**src/rtl/cache_line_read_buffer_pkg.sv**
```systemverilog
// Shared LC-3b types and sizing for the one-entry CPU read line buffer.
package cache_line_read_buffer_pkg;

    localparam int unsigned ADDR_W     = 16;
    localparam int unsigned WORD_W     = 16;
    localparam int unsigned LINE_WORDS = 8;
    localparam int unsigned LINE_W     = WORD_W * LINE_WORDS;
    localparam int unsigned TAG_LSB    = 4;
    localparam int unsigned TAG_W      = ADDR_W - TAG_LSB;
    localparam int unsigned OFS_W      = TAG_LSB - 1;
    localparam int unsigned MASK_W     = 2;

    typedef logic [WORD_W-1:0] lc3b_word;
    typedef logic [LINE_W-1:0] lc3b_cache_line;
    typedef logic [MASK_W-1:0] lc3b_mem_wmask;
    typedef logic [TAG_W-1:0]  lc3b_line_tag;
    typedef logic [OFS_W-1:0]  lc3b_word_idx;

    typedef enum logic [1:0] {
        IDLE    = 2'd0,
        FETCH   = 2'd1,
        RESPOND = 2'd2
    } lc3b_rbuf_state;

    // CPU request captured at miss time so the fill does not depend on the CPU holding it.
    typedef struct packed {
        lc3b_line_tag  tag;
        lc3b_word_idx  idx;
        lc3b_mem_wmask mask;
    } lc3b_rbuf_req;

endpackage

```
**src/rtl/line_word_select.sv**
```systemverilog
// Picks one 16-bit word out of a cache line and zeroes disabled byte lanes.
module line_word_select
    import cache_line_read_buffer_pkg::*;
(
    input  lc3b_cache_line line_i,
    input  lc3b_word_idx   idx_i,
    input  lc3b_mem_wmask  mask_i,
    output lc3b_word       word_o
);

    lc3b_word sel;

    // Word mux followed by per-lane masking.
    always_comb begin
        sel = '0;
        for (int k = 0; k < LINE_WORDS; k++) begin
            if (idx_i == OFS_W'(k)) begin
                sel = line_i[k*WORD_W +: WORD_W];
            end
        end
        word_o = {mask_i[1] ? sel[15:8] : 8'h00,
                  mask_i[0] ? sel[7:0]  : 8'h00};
    end

endmodule

```
**src/rtl/cache_line_read_buffer.sv**
```systemverilog
// One-entry line buffer on the CPU read path: serves hits from a buffered
// line, fetches the whole line from the cache on a miss, and drops the line
// on flush or on a CPU write into it.
module cache_line_read_buffer
    import cache_line_read_buffer_pkg::*;
(
    input  logic           clk,
    input  logic           reset_n,
    input  logic           mem_read,
    input  logic           mem_write,
    input  lc3b_word       mem_address,
    input  lc3b_mem_wmask  mem_byte_enable,
    output lc3b_word       mem_rdata,
    output logic           mem_resp,
    output logic           line_read,
    output lc3b_word       line_address,
    input  logic           line_resp,
    input  lc3b_cache_line line_rdata,
    input  logic           flush
);

    lc3b_rbuf_state state_q, state_d;
    logic           buf_valid_q, buf_valid_d;
    lc3b_line_tag   buf_tag_q, buf_tag_d;
    lc3b_cache_line buf_line_q, buf_line_d;
    logic           flush_pend_q, flush_pend_d;
    lc3b_rbuf_req   req_q, req_d;
    lc3b_word       mem_rdata_q, mem_rdata_d;
    logic           mem_resp_q, mem_resp_d;
    logic           line_read_q, line_read_d;
    lc3b_word       line_address_q, line_address_d;

    lc3b_line_tag   cpu_tag;
    lc3b_word_idx   cpu_idx;
    logic           hit;
    logic           snoop_buf;
    logic           snoop_fetch;
    lc3b_word       hit_word;
    lc3b_word       fill_word;
    logic           unused_addr_lsb;

    assign cpu_tag         = mem_address[ADDR_W-1:TAG_LSB];
    assign cpu_idx         = mem_address[TAG_LSB-1:1];
    // The CPU performs the byte shift itself, so the byte-address LSB is don't-care.
    assign unused_addr_lsb = mem_address[0];

    assign hit         = buf_valid_q && (buf_tag_q == cpu_tag);
    assign snoop_buf   = mem_write && (cpu_tag == buf_tag_q);
    assign snoop_fetch = mem_write && (cpu_tag == req_q.tag);

    // Hit path reads the buffered line with the live CPU request.
    line_word_select u_hit_sel (
        .line_i (buf_line_q),
        .idx_i  (cpu_idx),
        .mask_i (mem_byte_enable),
        .word_o (hit_word)
    );

    // Fill path reads the returning line with the captured request.
    line_word_select u_fill_sel (
        .line_i (line_rdata),
        .idx_i  (req_q.idx),
        .mask_i (req_q.mask),
        .word_o (fill_word)
    );

    // State and datapath registers.
    always_ff @(posedge clk or negedge reset_n) begin
        if (!reset_n) begin
            state_q        <= IDLE;
            buf_valid_q    <= 1'b0;
            buf_tag_q      <= '0;
            buf_line_q     <= '0;
            flush_pend_q   <= 1'b0;
            req_q          <= '0;
            mem_rdata_q    <= '0;
            mem_resp_q     <= 1'b0;
            line_read_q    <= 1'b0;
            line_address_q <= '0;
        end else begin
            state_q        <= state_d;
            buf_valid_q    <= buf_valid_d;
            buf_tag_q      <= buf_tag_d;
            buf_line_q     <= buf_line_d;
            flush_pend_q   <= flush_pend_d;
            req_q          <= req_d;
            mem_rdata_q    <= mem_rdata_d;
            mem_resp_q     <= mem_resp_d;
            line_read_q    <= line_read_d;
            line_address_q <= line_address_d;
        end
    end

    // Next-state, invalidation and registered-output logic.
    always_comb begin
        state_d        = state_q;
        buf_valid_d    = buf_valid_q;
        buf_tag_d      = buf_tag_q;
        buf_line_d     = buf_line_q;
        flush_pend_d   = flush_pend_q;
        req_d          = req_q;
        mem_rdata_d    = mem_rdata_q;
        mem_resp_d     = 1'b0;
        line_read_d    = line_read_q;
        line_address_d = line_address_q;

        // Invalidation applies in every state; a fill below overrides it with its own verdict.
        if (flush || snoop_buf) begin
            buf_valid_d = 1'b0;
        end

        case (state_q)
            IDLE: begin
                flush_pend_d = 1'b0;
                if (mem_read) begin
                    if (hit) begin
                        mem_rdata_d = hit_word;
                        mem_resp_d  = 1'b1;
                        state_d     = RESPOND;
                    end else begin
                        req_d          = '{tag: cpu_tag, idx: cpu_idx, mask: mem_byte_enable};
                        line_read_d    = 1'b1;
                        line_address_d = {cpu_tag, TAG_LSB'(0)};
                        state_d        = FETCH;
                    end
                end
            end
            FETCH: begin
                if (flush || snoop_fetch) begin
                    flush_pend_d = 1'b1;
                end
                if (line_resp) begin
                    buf_line_d   = line_rdata;
                    buf_tag_d    = req_q.tag;
                    buf_valid_d  = ~(flush | flush_pend_q | snoop_fetch);
                    flush_pend_d = 1'b0;
                    mem_rdata_d  = fill_word;
                    mem_resp_d   = 1'b1;
                    line_read_d  = 1'b0;
                    state_d      = RESPOND;
                end
            end
            RESPOND: begin
                state_d = IDLE;
            end
            default: begin
                line_read_d = 1'b0;
                state_d     = IDLE;
            end
        endcase
    end

    assign mem_rdata    = mem_rdata_q;
    assign mem_resp     = mem_resp_q;
    assign line_read    = line_read_q;
    assign line_address = line_address_q;

endmodule

```
**config.mk**
```make
export PLATFORM = sky130hd
export DESIGN_NAME = cache_line_read_buffer
export DESIGN_NICKNAME = d
export VERILOG_FILES = /design/src/rtl/cache_line_read_buffer_pkg.sv /design/src/rtl/line_word_select.sv /design/src/rtl/cache_line_read_buffer.sv
export SDC_FILE = /design/constraint.sdc
export NUM_CORES = 1
export LEC_CHECK = 0
export ABC_AREA = 0
export CAP_MARGIN = 15
export CORE_MARGIN = 1.5
export CORE_UTILIZATION = 55
export CTS_CLUSTER_DIAMETER = 60
export DETAILED_ROUTE_END_ITERATION = 16
export HOLD_SLACK_MARGIN = 0.03
export MAX_ROUTING_LAYER = met4
export PLACE_DENSITY = 0.84
export SETUP_SLACK_MARGIN = 0.2
export SYNTH_ARGS = -nofsm -noshare
export SYNTH_HDL_FRONTEND = slang
export SYNTH_SLANG_ARGS = --single-unit
```
**constraint.sdc**
```tcl
create_clock -name clk -period 2.86 [get_ports clk]
set_input_delay 0.286 -clock clk [delete_from_list [all_inputs] [get_ports clk]]
set_output_delay 0.286 -clock clk [all_outputs]
set_load 0.05 [all_outputs]
```
**Yosys cells after proc, flatten, opt, wreduce, memory -nomap -nowiden**

Index checks and enable logic that the tools add are counted.
Widths: inputs -> output; s select.

- Register bits after elaboration: 179
- Word-level logic and storage cells: 97
- Bits of input ports: 152
- Output and inout bits: 34

- Bitwise operators: 5
- Muxes and demuxes: 42
- Equal/unequal tests: 24
- Reductions and logical operators: 15

Operator list:

| cell | number |
|---|---|
| $mux 16 | 19 |
| $eq 12x12->1 | 3 |
| $mux 8 | 4 |
| $pmux 16 s2 | 1 |
| $eq 3x3->1 const B | 8 |
| $eq 3x2->1 const B | 4 |
| $mux 1 | 11 |
| $ne 2x2->1 const B | 4 |
| $reduce_and 4->1 | 2 |
| $eq 3x1->1 const B | 2 |
| $logic_not 3->1 | 2 |
| $mux 2 | 3 |
| $reduce_and 2->1 | 3 |
| $pmux 1 s2 | 2 |
| $pmux 2 s2 | 1 |
| $logic_and 1x1->1 | 3 |
| $ne 3x3->1 const B | 1 |
| $not 1->1 | 3 |
| $pmux 1 s3 | 1 |
| $reduce_and 3->1 | 1 |
| $eq 2x1->1 const B | 1 |
| $eq 2x2->1 const B | 1 |
| $logic_not 2->1 | 1 |
| $logic_or 1x1->1 | 2 |
| 2 further kinds | 3 |

**Longest topological paths before layout**

- Depth after elaboration: 13
- Gate-level depth with buffers: 7
- Depth with buffers taken out: 5

**Cells and area by module**

Synthesis repeated with hierarchy kept, for this count alone.

- Cells, all modules: 826
- Area, all modules: 9943.3 µm²

By module, submodules not included:

| module | times used | seq. area each (µm²) | area an instance (µm²) | cells an instance |
|---|---|---|---|---|
| cache_line_read_buffer | 1 | 4479.3 | 7345.8 | 458 |
| line_word_select | 2 | 0.0 | 1298.7 | 184 |

**Worst setup path after synthesis**

No wires, ideal clock.

- Kind: register to register
- Start point: register buf_tag_q[9]
- End point: register mem_rdata_q[10], in the netlist mem_rdata[10]
- Cell stages (with the launch flop): 8
- Data required time: 2.735 ns
- Path buffers: 2
- Path slack: 1.091 ns
- Library setup time: 0.125 ns
- Period minus slack after synthesis: 1.769 ns
- Arrival time: 1.644 ns
- Cells stage by stage: dfrtp_1 > xnor2_1 > nand4_1 > nor3_2 > a32o_1 > buf_6 > buf_8 > mux2_4

- Word-level cells in the longest chain between the ends: 4

Ends and longest elaborated chain:

| item | RTL line | RTL |
|---|---|---|
| start: declaration | cache_line_read_buffer.sv:24 | `lc3b_line_tag buf_tag_q, buf_tag_d;` |
| start signal: assignment | cache_line_read_buffer.sv:83 | `buf_tag_q <= buf_tag_d;` |
| $eq 12x12->1 | cache_line_read_buffer.sv:47 | `assign hit = buf_valid_q && (buf_tag_q == cpu_tag);` |
| $logic_and 1x1->1 | cache_line_read_buffer.sv:47 |  |
| $ne 2x2->1 (no line) | -- |  |
| $reduce_and 4->1 (no line) | -- |  |
| end signal: assignment | cache_line_read_buffer.sv:87 | `mem_rdata_q <= mem_rdata_d;` |
| end: declaration | cache_line_read_buffer.sv:28 | `lc3b_word mem_rdata_q, mem_rdata_d;` |

Every way passes these cells.
A chain may end at the register's enable or synchronous reset.

**Final worst setup path**

- Start point: register req_q[3] in the netlist's numbering
- End point: register mem_rdata_q[1], in the netlist mem_rdata[1]

- Word-level cells in the longest chain between the ends: 12
- Elaborated cells on any way between the ends: 19
- Classes of those cells: eq/ne: 7; mux: 11; reduce/logical: 1

Ends and longest elaborated chain:

| item | RTL line | RTL |
|---|---|---|
| start: declaration | cache_line_read_buffer.sv:27 | `lc3b_rbuf_req req_q, req_d;` |
| start signal: assignment | cache_line_read_buffer.sv:86 | `req_q <= req_d;` |
| $logic_not 3->1 | line_word_select.sv:17 | `if (idx_i == OFS_W'(k)) begin` |
| $mux 16 (7 in a row) | line_word_select.sv:17 |  |
| $mux 16 * | line_word_select.sv:17 |  |
| $mux 8 * | line_word_select.sv:22 | `mask_i[0] ? sel[7:0] : 8'h00};` |
| $mux 16 * | cache_line_read_buffer.sv:132 | `if (line_resp) begin` |
| $pmux 16 s2 * | cache_line_read_buffer.sv:112 | `case (state_q)` |

Mark *: on every way between the ends. The rest lies on a longest branch, timed or not. The select of a mux whose other input is x is not followed.

==> impl_metrics.ini <==
[run_status]
run_status = finished, final reports clean

[clock_tree]
cts.sinks = 179
cts_tree = built
htreeDepth = 4
clkTransAtPathRegs_ns = 0.06
numCtsBuffers = 17
clockRootBuffer = clkbuf_16
insertion_delay_ns = 0.43
cts_buffer_depth = 2
cts_resized = 0

[placement]
place_inst = 1081
gp_congestion = 0.835
hpwl_mm = 17.7
numPortBuffers = 180

[pwr]
power.density_mw_per_mm2 = 1010
cellLeakagePower_nw = 4.98
peakVddDrop_mv = 0.666

[floorplanning]
die_x_microns = 135
fp.dieH_microns = 135
rows = 48
die_area_sq_mm = 0.0182
core_sq_mm = 0.0172
io_pins = 186
start_util = 0.557

[sta]
fin_crit_sh = 0.821
finalSetupViolCount = 0
setup_tns_ns = 0
rsz0062_at_grt = no
slew_violations = 0
tightest_slew_ns = 0.805
max_freq_mhz = 426
finalHoldViolations = 0
slew_headroom = 0.463
period_minus_slack_ns = 2.35
finalClockSkew_ns = 0.00658

[synth]
yosys_warnings = 0
async_flop_share = 1.00
ys.flop_type = dfrtp_1
synth_cell_types = 54
synth-seq-cells = 179
synth.avg_cell_area_sq_um = 13.3
syn_inst = 719
yosysSeqAreaShare = 0.468
synth_edf_count = 0
syn_area_sq_mm = 0.00957

[final_layout]
antenna_cells = 0
syn2layout_area_growth_pct = 26.4
final_cell_mix = 176 x dfrtp_1, 176 x clkdlybuf4s50_1, 154 x mux2_2
fin_nets = 1028
instances_no_fill = 1113
drive_gt1_frac = 0.310
post-route-util = 0.705
fillers = 1157

[critical_path]
arrival_ns = 2.67
required_ns = 3.18
end_kind = flop
crit_type = flop to flop
startpoint_type = flop
crit_fanout = 26

[routing]
wl_met1_mm = 10.1
drcViolationCount = 0
wl_mm = 25.5
wl_met3_mm = 2.00
num_vias = 6876
first_pass_iters = 5
drt_iter0_drc = 492
wl_per_cell_microns = 22.9
wl_met2_mm = 12.5
vias_per_cell = 6.18
drtAntennaViolNets = 0
topRoutingLayerUsed = met4

[global_routing]
grt_usage = 0.298
grt_pass1_vias = 7499
grt_pass1_wl_mm = 39.6
antenna_found_initial = 0
overflow = 0
grt_max_degree = 81

[min_path]
hold_class = input port to async pin

[run]
maxCapViolCount = 0
-- layout make-up --
class / instances / area (sq um) / share of cell area
Clock buffer: 23 / 498 / 0.0411
Clock inverter: 8 / 125 / 0.0103
Inverter: 4 / 15.0 / 0.00124
Multi-Input combinational cell: 472 / 4670 / 0.386
Sequential cell: 179 / 4480 / 0.370
Tap cell: 225 / 282 / 0.0233
Timing Repair Buffer: 202 / 2030 / 0.168
-- flip-flops by register name, indices dropped and copies added (netlist names) --
signal / cells
buf_tag_q: 12
flush_pend_q: 1
line_read: 1
buf_valid_q: 1
req_q: 5
buf_line_q: 128
mem_rdata: 16
line_address: 12
mem_resp: 1
state_q: 2
-- layer usage --
metal  global-route usage  vias to the layer above
li1                     -                     2970
met1                0.367                     3461
met2                0.481                      365
met3               0.0634                       80
met4                0.124                        0
met5                    -                        -
-- repair_timing --
action,in CTS,in global routing
hold buffers,1,0
buffers inserted,0,0
endpoints found under the hold margin,77,0
-- per-stage QoR --
step | worst slack (ns) | power [mW] | area, sq um | hold WS, ns
finish | 0.512 | 12.2 | 12100 | 0.480
global route | 0.474 | 12.8 | 12100 | 0.487
CTS | 0.561 | 12.3 | 12100 | 0.478
detailed placement | 0.389 | 9.76 | 11500 | 0.383
global placement | 0.464 | 9.46 | 11500 | 0.368
floorplan | 1.09 | 8.27 | 9580 | -0.00959
-- cell families after synthesis --
group,Yosys count,synth area share
buffers and inverters,71,0.0465
other,1,0.000392
flip-flops,179,0.468
multiplexers,253,0.332
AND/OR/NAND/NOR,85,0.0498
XOR/XNOR,24,0.0220
AO/OA/AOI/OAI,106,0.0811
-- worst paths after layout --
check	endpoint	cells past startpoint	startpoint	slack [ns]
setup reg to reg	mem_rdata[1]$_DFFE_PN0P_	5	req_q[3]$_DFFE_PN0P_	0.51
max in group asynchronous	req_q[3]$_DFFE_PN0P_	3	reset_n	1.45
hold / removal	buf_line_q[44]$_DFFE_PN0P_	2	reset_n	0.48
min in group clk	buf_line_q[107]$_DFFE_PN0P_	2	line_rdata[107]	0.49
hold reg to reg	buf_line_q[100]$_DFFE_PN0P_	1	buf_line_q[100]$_DFFE_PN0P_	0.50
setup / recovery	mem_rdata[1]$_DFFE_PN0P_	5	req_q[3]$_DFFE_PN0P_	0.51
-- report_power, final --
group / total, mW / switching (mW) / leakage [nW] / internal (mW)
Sequential: 4.67 / 0.898 / 2.12 / 3.77
Combinational: 5.13 / 2.44 / 2.56 / 2.69
Clock: 2.44 / 0.957 / 0.305 / 1.49
-- worst max-delay path, stage by stage, from the launching register on --
cell	delay (ns)
dfrtp_2	0.73
nand2b_1	0.57
a21oi_1	0.17
a2111oi_2	0.34
o32ai_1	0.14
mux2_2	0.28
-- Yosys cell counts (3+ instances only) --
cell type | number | area (sq um)
nand3_1 | 6 | 30.0
o32ai_1 | 5 | 43.8
a2111oi_2 | 5 | 75.1
nand3b_1 | 7 | 52.6
a21boi_0 | 6 | 45.0
buf_4 | 21 | 158
mux2_2 | 154 | 1730
o31ai_1 | 5 | 37.5
a21oi_1 | 20 | 100
xnor2_1 | 13 | 114
or2_2 | 8 | 50.1
nor2b_1 | 6 | 37.5
mux2_4 | 16 | 240
o21ai_0 | 13 | 65.1
dfrtp_1 | 179 | 4480
mux2_1 | 9 | 101
nor3b_1 | 6 | 45.0
buf_6 | 7 | 78.8
o221ai_1 | 7 | 61.3
buf_1 | 4 | 15.0
clkbuf_1 | 5 | 18.8
mux4_2 | 29 | 653
o22ai_1 | 10 | 62.6
xor2_1 | 11 | 96.3
nand2_1 | 20 | 75.1
buf_2 | 29 | 145
nor2_1 | 8 | 30.0
and2_1 | 3 | 18.8
a211oi_1 | 5 | 37.5
nand2b_1 | 11 | 68.8
o21ai_1 | 3 | 15.0
nand4_1 | 3 | 18.8
mux2i_1 | 45 | 450
inv_1 | 3 | 11.3
a2bb2oi_1 | 12 | 105
No activity file was read; power rests on OpenSTA's default activity.
